<file path="src/rtl/alu_serial_ctrl_if.sv">
// Request/response bundle between a client and the bit-serial ALU sequencer.
// The client drives the operands, op, start and ack. The sequencer drives
// ready, valid, result and carry_out.
interface alu_serial_ctrl_if #(
    parameter int WIDTH = 8
);
    logic             start;
    logic             ready;
    logic [1:0]       op;
    logic [WIDTH-1:0] a;
    logic [WIDTH-1:0] b;
    logic             cin;
    logic [WIDTH-1:0] result;
    logic             carry_out;
    logic             valid;
    logic             ack;

    modport master (
        output start, op, a, b, cin, ack,
        input  ready, result, carry_out, valid
    );

    modport slave (
        input  start, op, a, b, cin, ack,
        output ready, result, carry_out, valid
    );
endinterface

</file>
<file path="src/rtl/alu_serial_ctrl.sv">
// Bit-serial sequencer for a combinational single-bit ALU slice.
// Operands are shifted out LSB first. Each bit pair is held for SETTLE clocks
// before the slice result is sampled. The slice carry is chained back into
// slice_c, and the result bits are shifted into the result word from the top.
module alu_serial_ctrl #(
    parameter int WIDTH  = 8,
    parameter int SETTLE = 2
) (
    input  logic                clk,
    input  logic                reset,
    alu_serial_ctrl_if.slave    bus,
    output logic                slice_a,
    output logic                slice_b,
    output logic                slice_c,
    output logic                slice_s0,
    output logic                slice_s1,
    input  logic                slice_out,
    input  logic                slice_carry
);
    localparam int SW = (SETTLE > 1) ? $clog2(SETTLE) : 1;
    localparam int CW = $clog2(WIDTH + 1);

    typedef enum logic [1:0] {
        ST_IDLE = 2'd0,
        ST_RUN  = 2'd1,
        ST_DONE = 2'd2
    } state_t;

    state_t           state_r;
    logic [WIDTH-1:0] a_sh_r;
    logic [WIDTH-1:0] b_sh_r;
    logic             carry_r;
    logic [1:0]       op_r;
    logic [CW-1:0]    bit_cnt_r;
    logic [SW-1:0]    settle_cnt_r;

    // Slice inputs come straight from flops, so they only change on clock edges.
    assign slice_a  = a_sh_r[0];
    assign slice_b  = b_sh_r[0];
    assign slice_c  = carry_r;
    assign slice_s0 = op_r[0];
    assign slice_s1 = op_r[1];

    // Control FSM: accept, per-bit settle/sample sequencing, and the result handshake.
    always_ff @(posedge clk) begin
        if (reset) begin
            state_r       <= ST_IDLE;
            a_sh_r        <= '0;
            b_sh_r        <= '0;
            carry_r       <= 1'b0;
            op_r          <= 2'b00;
            bit_cnt_r     <= '0;
            settle_cnt_r  <= '0;
            bus.ready     <= 1'b1;
            bus.valid     <= 1'b0;
            bus.result    <= '0;
            bus.carry_out <= 1'b0;
        end else begin
            case (state_r)
                ST_IDLE: begin
                    if (bus.start) begin
                        a_sh_r       <= bus.a;
                        b_sh_r       <= bus.b;
                        op_r         <= bus.op;
                        carry_r      <= bus.cin;
                        bit_cnt_r    <= '0;
                        settle_cnt_r <= SW'(SETTLE - 1);
                        bus.ready    <= 1'b0;
                        state_r      <= ST_RUN;
                    end else begin
                        bus.ready <= 1'b1;
                    end
                end
                ST_RUN: begin
                    if (settle_cnt_r != '0) begin
                        settle_cnt_r <= settle_cnt_r - SW'(1);
                    end else begin
                        // Sample edge: capture the slice result and present the next bit.
                        bus.result   <= {slice_out, bus.result[WIDTH-1:1]};
                        carry_r      <= slice_carry;
                        a_sh_r       <= {1'b0, a_sh_r[WIDTH-1:1]};
                        b_sh_r       <= {1'b0, b_sh_r[WIDTH-1:1]};
                        bit_cnt_r    <= bit_cnt_r + CW'(1);
                        settle_cnt_r <= SW'(SETTLE - 1);
                        if (bit_cnt_r == CW'(WIDTH - 1)) begin
                            bus.carry_out <= slice_carry;
                            bus.valid     <= 1'b1;
                            state_r       <= ST_DONE;
                        end else begin
                            state_r <= ST_RUN;
                        end
                    end
                end
                ST_DONE: begin
                    // ack wins over a simultaneous start; start is only looked at in IDLE.
                    if (bus.ack) begin
                        bus.valid <= 1'b0;
                        bus.ready <= 1'b1;
                        state_r   <= ST_IDLE;
                    end else begin
                        bus.valid <= 1'b1;
                    end
                end
                default: begin
                    state_r   <= ST_IDLE;
                    bus.ready <= 1'b1;
                    bus.valid <= 1'b0;
                end
            endcase
        end
    end
endmodule

</file>
<file path="src/flat_wrapper.sv">
// flat-port wrapper written by rule: the top's interface ports become plain ports
module alu_serial_ctrl_flat 
#(
    parameter int WIDTH  = 8,
    parameter int SETTLE = 2
)
  (clk, reset, slice_a, slice_b, slice_c, slice_s0, slice_s1, slice_out, slice_carry, bus_start, bus_op, bus_a, bus_b, bus_cin, bus_ack, bus_ready, bus_result, bus_carry_out, bus_valid);
  alu_serial_ctrl_if #(.WIDTH(WIDTH)) bus_i ();
  input  logic clk;
  input  logic reset;
  output logic slice_a;
  output logic slice_b;
  output logic slice_c;
  output logic slice_s0;
  output logic slice_s1;
  input  logic slice_out;
  input  logic slice_carry;
  input wire logic [$bits(bus_i.start)-1:0] bus_start;
  input wire logic [$bits(bus_i.op)-1:0] bus_op;
  input wire logic [$bits(bus_i.a)-1:0] bus_a;
  input wire logic [$bits(bus_i.b)-1:0] bus_b;
  input wire logic [$bits(bus_i.cin)-1:0] bus_cin;
  input wire logic [$bits(bus_i.ack)-1:0] bus_ack;
  output wire logic [$bits(bus_i.ready)-1:0] bus_ready;
  output wire logic [$bits(bus_i.result)-1:0] bus_result;
  output wire logic [$bits(bus_i.carry_out)-1:0] bus_carry_out;
  output wire logic [$bits(bus_i.valid)-1:0] bus_valid;
  assign bus_i.start = bus_start;
  assign bus_i.op = bus_op;
  assign bus_i.a = bus_a;
  assign bus_i.b = bus_b;
  assign bus_i.cin = bus_cin;
  assign bus_i.ack = bus_ack;
  assign bus_ready = bus_i.ready;
  assign bus_result = bus_i.result;
  assign bus_carry_out = bus_i.carry_out;
  assign bus_valid = bus_i.valid;
  alu_serial_ctrl #(.WIDTH(WIDTH), .SETTLE(SETTLE)) u_core (.clk(clk), .reset(reset), .bus(bus_i), .slice_a(slice_a), .slice_b(slice_b), .slice_c(slice_c), .slice_s0(slice_s0), .slice_s1(slice_s1), .slice_out(slice_out), .slice_carry(slice_carry));
endmodule
</file>
<file path="config.mk">
export PLATFORM = sky130hd
export DESIGN_NAME = alu_serial_ctrl_flat
export DESIGN_NICKNAME = d
export VERILOG_FILES = /design/src/rtl/alu_serial_ctrl_if.sv /design/src/rtl/alu_serial_ctrl.sv /design/src/flat_wrapper.sv
export SDC_FILE = /design/constraint.sdc
export NUM_CORES = 1
export LEC_CHECK = 0
export ABC_AREA = 1
export ABC_CLOCK_PERIOD_IN_PS = 2900
export CAP_MARGIN = 15
export CORE_MARGIN = 5
export CORE_UTILIZATION = 36
export CTS_BUF_LIST = sky130_fd_sc_hd__clkbuf_16
export CTS_CLUSTER_SIZE = 14
export DETAILED_ROUTE_END_ITERATION = 8
export GPL_ROUTABILITY_DRIVEN = 0
export PLACE_DENSITY_LB_ADDON = 0.25
export SYNTH_ARGS = -nofsm -noshare
export SYNTH_HDL_FRONTEND = slang
export SYNTH_SLANG_ARGS = --single-unit
</file>
<file path="constraint.sdc">
create_clock -name clk -period 2.9 [get_ports clk]
set_input_delay 0.58 -clock clk [delete_from_list [all_inputs] [get_ports clk]]
set_output_delay 0.58 -clock clk [all_outputs]
set_load 0.05 [all_outputs]
</file>
* Yosys cells after proc, flatten, opt, wreduce, memory -nomap -nowiden *
Index checks and enable logic that the tools add are counted.

word-level totals
  bits in latches = 0
  register bits after elaboration = 37
  input port bits = 25
  output and inout port bits = 16
  logic and storage cells = 60
  memories kept = 0
  memory bits (writable) = 0
  memory bits (read-only) = 0

cells by class
  $mul = 0
  add/sub/neg operators = 2
  div/mod/pow operators = 0
  reductions and logical operators = 10
  bitwise gates (word level) = 3
  shift-type cells = 0
  mux-type cells = 27
  order comparisons = 0
  eq/ne operators = 7

operator list
  cell                                                  count
  two-way mux 8 bit                                     4
  case mux 8 bit (2 select lines)                       2
  AND reduction 3 bit                                   4
  two-way mux 1 bit                                     9
  two-way mux 2 bit                                     4
  two-way mux 4 bit                                     2
  case mux 4 bit (2 select lines)                       1
  AND reduction 2 bit                                   4
  != test 2 bit (second input constant)                 3
  case mux 1 bit (3 select lines)                       2
  case mux 2 bit (3 select lines)                       1
  adder 4 x 1 -> 4 bit (second input constant)          1
  equality test 4 x 3 -> 1 bit (second input constant)  1
  case mux 1 bit (2 select lines)                       2
  NOT 1 bit                                             3
  equality test 2 x 1 -> 1 bit (second input constant)  1
  equality test 2 bit (second input constant)           1
  logical NOT 2 bit                                     1
  != test 2 x 1 -> 1 bit (second input constant)        1
  nonzero test 2 bit                                    1
  subtractor 1 bit (second input constant)              1

* Longest topological paths before layout *
Gate-level depths: netlist (run 1).

  depth after elaboration = 4
  depth in mapped cells = 9
  gate-level depth less buffers = 8

* Worst setup path after synthesis (run 1) *
Ideal clock, no wire load.

  path kind = register to register
  start = register u_core.state_r[0]
  end = register u_core.a_sh_r[2]
  arrival time = 1.335 ns
  library setup time = 0.116 ns
  clock period less this slack = 1.451 ns
  stages on the path, launching flop included = 8
  required time = 2.784 ns
  slack = 1.449 ns
  buffers on the path = 1
  cells stage by stage = dfxtp_1 inv_1 ha_1 o21ai_2 nand2_4 buf_4 o21ai_0 nor2_1

on the way
  longest elaborated chain between the ends = 3
  elaborated cells on any way between the ends = 7
  classes of those cells = eq/ne (3); mux (1); reduce/logical (3)

ends and longest elaborated chain
  element                                                                      line                   text
  start: declaration                                                           alu_serial_ctrl.sv:29  state_t state_r;
  start signal: assignment                                                     alu_serial_ctrl.sv:47  state_r <= ST_IDLE;
  start signal: assignment                                                     alu_serial_ctrl.sv:69  state_r <= ST_RUN;
  start signal: assignment                                                     alu_serial_ctrl.sv:88  state_r <= ST_DONE;
  equality test 2 x 1 -> 1 bit / logical NOT 2 bit (equally long branches)     alu_serial_ctrl.sv:59  case (state_r)
  != test 2 bit (no source line) / nonzero test 2 bit (equally long branches)  --
  AND reduction 3 bit (no source line)                                         --
  end signal: assignment                                                       alu_serial_ctrl.sv:62  a_sh_r <= bus.a;
  end signal: assignment                                                       alu_serial_ctrl.sv:81  a_sh_r <= {1'b0, a_sh_r[WIDTH-1:1]};
  end: declaration                                                             alu_serial_ctrl.sv:30  logic [WIDTH-1:0] a_sh_r;

Parallel ways exist; a longest one is shown, timed or not.
A chain may end at the register's enable or synchronous reset.

* Final worst setup path (run 1) *
  start = register u_core.bus.result[6]
  end = output port bus_result[6]

RTL lines
  element                   line                      text
  start: declaration        alu_serial_ctrl_if.sv:25  output ready, result, carry_out, valid
  start signal: assignment  alu_serial_ctrl.sv:79     bus.result <= {slice_out, bus.result[WIDTH-1:1]};
  end: declaration          flat_wrapper.sv:25        output wire logic [$bits(bus_i.result)-1:0] bus_result;

No word-level cell between the ends.

==> metrics.sh, run 1 <==
FINALINSTANCEAREA_UM2=2230
GRT_PASS1_VIAS=1569
CLOCK_SINKS=37
SYN2LAYOUT_AREA_GROWTH_PCT=34.4
HOLD-PATH-CELL-COUNT=2
WORSTPATHCELLLIST='clkdlybuf4s50_1'
CLASS_OF_THE_WORST_HOLD_PATH='reg -> reg'
SYNTH.FF_LATCH_COUNT=37
POSTCTSRESIZEDCELLS=0
PERIOD_SHARE=0.705
AVGSYNTHCELLAREA_UM2=6.72
CTS_MAX_LEVEL=2
DP_SLACK_NS=0.950
DIE-AREA_UM2=6070
N_ANTENNA_CELL=0
CRIT_ARRIVAL_NS=1.46
GROUTE.USAGE.OVERALL=0.137
YOSYSUNIQUECELLTYPES=19
CTS.PATH.MAX_BUFFERS=2
CP_SLOWEST_CELL='sky130_fd_sc_hd__clkdlybuf4s50_1'
GRT_MAX_DEGREE=31
FIN_SETUP_TNS_NS=0
SLEW_AT_THE_PIN_CLOSEST_TO_ITS_MAX_SLEW_LIMIT_NS=0.511
HPWL_MM=2.60
VIAS_PER_CELL=4.59
MAX-SLEW-MARGIN-REL=0.659
YOSYSMOSTFREQUENTCELL='sky130_fd_sc_hd__nor2_1'
FINISH.NET_COUNT=316
WIDTH_OF_THE_DIE_UM=77.9
CRITICAL_PATH_START_END_CLASSIFICATION='reg -> out'
GRT_ANTENNA_BEFORE_REPAIR=0
POST_SYNTHESIS_CELL_AREA_UM2=1660
RUN_STATUS='completed'
INITIAL_CORE_UTIL=0.376
R2R.WORST_PATH.CELLS=7
ROUTE.DETAILED.DRC=0
COUNT_OF_FLIP_FLOPS_WITH_A_BUILT_IN_ENABLE_AFTER_SYNTHESIS=0
COUNT_OF_WARNINGS_EMITTED_BY_YOSYS=0
PATH_DELAY_FAMILY='buffers and inverters'
CTS_TREE='yes'
YS.FLOP_TYPE='sky130_fd_sc_hd__dfxtp_1'
ASYNCSETRESETFLOPFRACSYNTH=0
CTS.REPAIR_TIMING.SETUP_BUFFER_COUNT=0
CLOCK_TREE.ROOT_CELL='sky130_fd_sc_hd__clkbuf_16'
SYNTH_TOP_AREA_SHARE=0.446
BUFFERS_PLUS_INVERTERS_ON_THE_WORST_SETUP_PATH=1
ACHIEVABLE-FREQUENCY_MHz=489
NUMBER_OF_ITERATIONS_IN_THE_FIRST_DETAILED_ROUTING_PASS=4
FINAL_CRITICAL_PATH_SETUP_SLACK_NS=0.856
CLK_PIN_SLEW_NS=0.05
CRITICAL_PATH_DEPTH=1
RSZ0062_AT_GRT='no'
CTS-HOLD-FIX-BUFFERS=0
VDD_IR_DROP_MAX_mV=0.619
ROUTED_WIRELENGTH_MM=3.79
TIMING.CLOCK.SKEW_NS=0.00233
YS_TOP_CELLS_BY_COUNT='sky130_fd_sc_hd__nor2_1, sky130_fd_sc_hd__nand2_1, sky130_fd_sc_hd__dfxtp_1'
POST-SYNTH-TOP-AREA-CELL='sky130_fd_sc_hd__dfxtp_1'
FINAL_HOLD_VIOL_COUNT=0
CRITICAL_PATH.MAX_FANOUT=3
CRIT_REQUIRED_NS=2.32
WORSTSETUPENDPOINTTYPE='primary output'
PLACED_CELL_AREA_UM2=2090
SYNTHESIS.NETS=276
CTS_MADE_BUFFERS=5
CELLPOWERDENSITY_nW_PER_UM2=1090
ROUTED_WIRE_LENGTH_PER_INSTANCE_UM=11.1
TIMING.MAX_CAP.VIOLATIONS=0
WORST_PATH_LARGEST_CELL_DELAY_NS=0.82
GRT_PASS1_WL_MM=6.79
SYNTHCELLS=247
SETUP.WORST_PATH.START_CLASS='register'
PORT_BUFFERS=40
FINALWORSTPATHREQUIREDPERIOD_NS=2.04
SETUP_VIOLATIONS=0
ANT_NETS=0
REPORT.FINAL.SLEW_VIOL_COUNT=0
DR.FIRST_ITER.DRC_COUNT=91
FP-ROW-COUNT=24
IOS=41
CLK_LATENCY_NS=0.28
ROUTED-VIA-COUNT=1560
DIE-HEIGHT_UM=77.9
SYNTHTOPCELLSBYAREA='sky130_fd_sc_hd__dfxtp_1, sky130_fd_sc_hd__nor2_1, sky130_fd_sc_hd__nand2_1, sky130_fd_sc_hd__o21ai_0, sky130_fd_sc_hd__inv_1'
GLOBALROUTEOVERFLOWTOTAL=0
CORE_UM2=4410
LEAKAGE_nW=1.00
SEQ_TOTAL_AREA_YOSYS=0.446
FINAL_LAYOUT_SIZE_SUFFIX_GT1_FRAC=0.0521
==> final cells by class <==
type | count | area (um2)
flip-flops and latches | 37 | 741
well taps | 52 | 65.1
fillers | 430 | 2180
clock inverters | 3 | 13.8
clock buffers | 5 | 125
inverters | 19 | 73.8
multi-input cells | 182 | 796
repair buffers | 42 | 415
==> state kept, by name (all words and copies together) (netlist names) <==
| name | cells |
|---|---|
| u_core.bus.ready | 1 |
| u_core.b_sh_r | 8 |
| u_core.bit_cnt_r | 4 |
| u_core.slice_c | 1 |
| u_core.bus.valid | 1 |
| u_core.a_sh_r | 8 |
| u_core.settle_cnt_r | 1 |
| u_core.op_r | 2 |
| u_core.state_r | 2 |
| u_core.bus.result | 8 |
| u_core.bus.carry_out | 1 |
==> path summary, 6_finish.rpt <==
check,endpoint,start,slack (ns)
hold / removal,u_core.a_sh_r[7]$_SDFFE_PP0P_,u_core.a_sh_r[7]$_SDFFE_PP0P_,0.47
hold reg to reg,u_core.a_sh_r[7]$_SDFFE_PP0P_,u_core.a_sh_r[7]$_SDFFE_PP0P_,0.47
setup / recovery,bus_result[6],u_core.bus.result[6]$_SDFFE_PP0P_,0.86
setup reg to reg,u_core.bit_cnt_r[0]$_SDFFE_PP0P_,u_core.state_r[1]$_SDFFE_PP0P_,1.21
==> layout by cell type (no fill, tap or decap) <==
cell type / n
sky130_fd_sc_hd__nand3_1: 5
sky130_fd_sc_hd__nand2_1: 64
sky130_fd_sc_hd__clkbuf_16: 5
sky130_fd_sc_hd__o21ai_0: 30
sky130_fd_sc_hd__nand2_4: 1
sky130_fd_sc_hd__clkinv_2: 2
sky130_fd_sc_hd__dfxtp_1: 37
sky130_fd_sc_hd__o21ai_2: 1
sky130_fd_sc_hd__inv_2: 1
sky130_fd_sc_hd__nand2_2: 2
sky130_fd_sc_hd__nor2_1: 65
sky130_fd_sc_hd__inv_4: 1
sky130_fd_sc_hd__a21oi_1: 8
sky130_fd_sc_hd__ha_1: 4
sky130_fd_sc_hd__clkdlybuf4s50_1: 40
sky130_fd_sc_hd__buf_4: 2
sky130_fd_sc_hd__o21a_1: 1
sky130_fd_sc_hd__nand4_1: 1
sky130_fd_sc_hd__inv_1: 18
==> metrics by stage <==
stage          hold slack, ns  std cells   util  power [mW]
6_report                0.470        340  0.505        2.43
5_1_grt                 0.492        340  0.505        2.64
4_1_cts                 0.471        340  0.505        2.46
3_5_place_dp            0.463        332  0.474        1.94
3_3_place_gp            0.458        332  0.474        1.93
2_1_floorplan           0.433        247      -        1.64
==> logic make-up after synthesis <==
| family | Yosys count | share of synthesized area |
|---|---|---|
| buf+inv | 28 | 0.0739 |
| flops | 37 | 0.446 |
| compound gates | 40 | 0.124 |
| simple gates | 138 | 0.325 |
| fa+ha+maj | 4 | 0.0302 |
==> routing by layer <==
layer | track usage | vias to the layer above | routed length [um]
met4 | 0.0464 | 0 | 37
met3 | 0.0590 | 4 | 229
li1 | - | 844 | -
met2 | 0.219 | 33 | 1710
met1 | 0.163 | 679 | 1810
met5 | 0 | - | 0
==> where the power goes <==
part	internal, mW	switching (mW)	total (mW)
logic	0.369	0.764	1.13
registers	0.688	0.0970	0.785
clock network	0.312	0.203	0.514
Note: power is estimated with default switching activity, not from simulation.
==> run 2, diff against run 1 <==
Settings changed: ABC_CLOCK_PERIOD_IN_PS 2900 to 1800.
Clock period 2.9 ns to 1.8 ns, I/O delays scaled along.
==> run 2 against run 1 <==
Effect of this change:
- combinational power is 61% higher
- clock power is 62% higher
- largest power group unchanged
- sequential share of layout area is 0.17 points higher
- worst hold slack worse by 0.0076 ns
- die area stayed put
- clock-buffer cell count stayed put
==> metrics.sh, run 2 (synthesis gave the netlist of run 1 again) <==
RUN_STATUS='completed'
SYN2LAYOUT_AREA_GROWTH_PCT=33.7
P_INT_mW=2.20  # +61%
TIMING.MAX_CAP.VIOLATIONS=0  # unchanged
CRITICAL_PATH.MAX_FANOUT=19  # +16
NUMBER_OF_ITERATIONS_IN_THE_FIRST_DETAILED_ROUTING_PASS=4  # unchanged
CTS_MAX_LEVEL=2  # unchanged
WIDTH_OF_THE_DIE_UM=77.9  # unchanged
CELLPOWERDENSITY_nW_PER_UM2=1770  # +62%
CLK_PIN_SLEW_NS=0.06  # about the same
HPWL_MM=2.66  # +2.3%
P_SWITCHING_mW=1.72  # +62%
FINAL_LAYOUT_SIZE_SUFFIX_GT1_FRAC=0.124  # +0.0716
IOS=41  # unchanged
CP-STARTPOINT='u_core.state_r[0]$_SDFFE_PP0P_'
N_ANTENNA_CELL=0  # unchanged
REPORT.FINAL.SLEW_VIOL_COUNT=0  # unchanged
SETUP_VIOLATIONS=0  # unchanged
SW_RATIO=0.439  # +0.00190
ROUTED_WIRELENGTH_MM=3.78  # -0.26%
CLK_LATENCY_NS=0.27  # about the same
FIN_SETUP_TNS_NS=0  # unchanged
FINAL_HOLD_VIOL_COUNT=0  # unchanged
LAYOUT_COMMON_CELLS='sky130_fd_sc_hd__nor2_1, sky130_fd_sc_hd__nand2_1, sky130_fd_sc_hd__dfxtp_1'
DR.FIRST_ITER.DRC_COUNT=80  # -12%
FINISH.NET_COUNT=319  # +0.95%
FP-ROW-COUNT=24  # unchanged
CTS_MADE_BUFFERS=5  # unchanged
CTS.PATH.MAX_BUFFERS=2  # unchanged
PERIOD_SHARE=0.857
GRT_MAX_DEGREE=31  # unchanged
CRITICAL_PATH_START_END_CLASSIFICATION='reg -> reg'
CLASS_OF_THE_WORST_HOLD_PATH='reg -> reg'
VDD_IR_DROP_MAX_mV=1.04  # +68%
REGTOREGSTARTPOINT='u_core.state_r[0]$_SDFFE_PP0P_'
SLEW_AT_THE_PIN_CLOSEST_TO_ITS_MAX_SLEW_LIMIT_NS=0.314  # -0.197 ns
GROUTE.USAGE.OVERALL=0.131  # -0.00561
VIAS_PER_CELL=4.54  # -1.1%
ACHIEVABLE-FREQUENCY_MHz=649
SETUP.WORST_PATH.START_CLASS='register'
SEQ_POWER_SHARE=0.322  # about the same
PORT_BUFFERS=40  # unchanged
DIE-AREA_UM2=6070  # unchanged
WORSTSETUPENDPOINTTYPE='register'
WORSTHOLDSTART='u_core.a_sh_r[7]$_SDFFE_PP0P_'
CLOCK_SINKS=37  # unchanged
CRIT_ARRIVAL_NS=1.75  # +0.29 ns
MAX-SLEW-MARGIN-REL=0.790  # +0.132
CLOCK_TREE.ROOT_CELL='sky130_fd_sc_hd__clkbuf_16'
GLOBALROUTEOVERFLOWTOTAL=0  # unchanged
TIMING.CLOCK.SKEW_NS=0.00365  # +0.00132 ns
RSZ0062_AT_GRT='no'
CTS_TREE='yes'
ROUTED_WIRE_LENGTH_PER_INSTANCE_UM=11.0  # -1.1%
GRT_PASS1_WL_MM=6.60  # -2.7%
FINALWORSTPATHREQUIREDPERIOD_NS=1.54
CTS-HOLD-FIX-BUFFERS=0  # unchanged
ANT_NETS=0  # unchanged
CLOCKPOWERSHARE=0.213  # about the same
LEAKAGE_nW=1.04  # +3.4%
MOSTFREQUENTLAYOUTCELL='sky130_fd_sc_hd__nor2_1'
CRIT_REQUIRED_NS=2.01  # -0.31 ns
DP_SLACK_NS=0.0585  # -0.891 ns
CORE_UM2=4410  # unchanged
DIE-HEIGHT_UM=77.9  # unchanged
FINAL_CRITICAL_PATH_SETUP_SLACK_NS=0.258  # -0.598 ns
TOP_REGS='u_core.a_sh_r x8, u_core.b_sh_r x8, u_core.bus.result x8'
INITIAL_CORE_UTIL=0.376  # unchanged
GRT_ANTENNA_BEFORE_REPAIR=0  # unchanged
GRT_PASS1_VIAS=1532  # -2.4%
ROUTE.DETAILED.DRC=0  # unchanged
PWR-SHARE-COMB=0.465  # about the same
ROUTED-VIA-COUNT=1557  # -0.19%
==> run 2: cell types whose count changed in the layout (fill, tap and decap cells not counted), sizes merged <==
cell and delta:
clkdlybuf4s50 -16, buf +19, clkinvlp +1, inv -1
==> run 2: per-layer routing <==
metal | share of wire | track usage | routed length [um]
met4 | 0.0058 | 0.0515 | 22
met3 | 0.055 | 0.0324 | 207
met5 | 0 | 0 | 0
met1 | 0.47 | 0.160 | 1790
met2 | 0.47 | 0.220 | 1760
==> run 2: critical path, stage by stage (launching register included) <==
cell and delay [ns]:
sky130_fd_sc_hd__dfxtp_1 0.34, sky130_fd_sc_hd__inv_1 0.08, sky130_fd_sc_hd__ha_2 0.23, sky130_fd_sc_hd__o21ai_2 0.27, sky130_fd_sc_hd__nand2_4 0.19, sky130_fd_sc_hd__inv_4 0.20, sky130_fd_sc_hd__nor2_1 0.06, sky130_fd_sc_hd__nor2_1 0.10
==> run 2: area by class of cell <==
| type | instances | area (um2) |
|---|---|---|
| Fill cell | 469 | 2200 |
| Timing Repair Buffer | 45 | 398 |
| Sequential cell | 37 | 741 |
| Clock buffer | 5 | 125 |
| Multi-Input combinational cell | 182 | 798 |
| Inverter | 19 | 73.8 |
| Clock inverter | 3 | 17.5 |
| Tap cell | 52 | 65.1 |
==> run 2: power groups by stage <==
stage | clock network, mW | registers [mW] | logic (mW)
2_1_floorplan | 0 | 1.69 | 0.949
3_3_place_gp | 0 | 1.28 | 1.82
3_5_place_dp | 0 | 1.28 | 1.83
4_1_cts | 0.848 | 1.27 | 1.84
5_1_grt | 0.874 | 1.30 | 2.07
6_report | 0.833 | 1.26 | 1.82
==> run 2: final timing paths <==
kind                                   end  slack, ns  depth (start not counted)
max reg2reg  u_core.b_sh_r[6]$_SDFFE_PP0P_       0.26                          7
max          u_core.b_sh_r[6]$_SDFFE_PP0P_       0.26                          7
min          u_core.a_sh_r[7]$_SDFFE_PP0P_       0.46                          2
min reg2reg  u_core.a_sh_r[7]$_SDFFE_PP0P_       0.46                          2
==> run 2: stage by stage <==
| stage | power, mW | util | cells | hold WS (ns) | cell area [um2] |
|---|---|---|---|---|---|
| 2_1_floorplan | 2.64 | - | 247 | 0.429 | 1660 |
| 3_3_place_gp | 3.09 | 0.470 | 335 | 0.452 | 2070 |
| 3_5_place_dp | 3.12 | 0.470 | 335 | 0.457 | 2070 |
| 4_1_cts | 3.96 | 0.502 | 343 | 0.464 | 2220 |
| 5_1_grt | 4.24 | 0.503 | 343 | 0.487 | 2220 |
| 6_report | 3.92 | 0.503 | 343 | 0.462 | 2220 |
==> run 2: repair_timing <==
item | CTS | global route
setup endpoints to repair | 0 | 2
buffers inserted | 0 | 0
gates resized for setup | 0 | 1
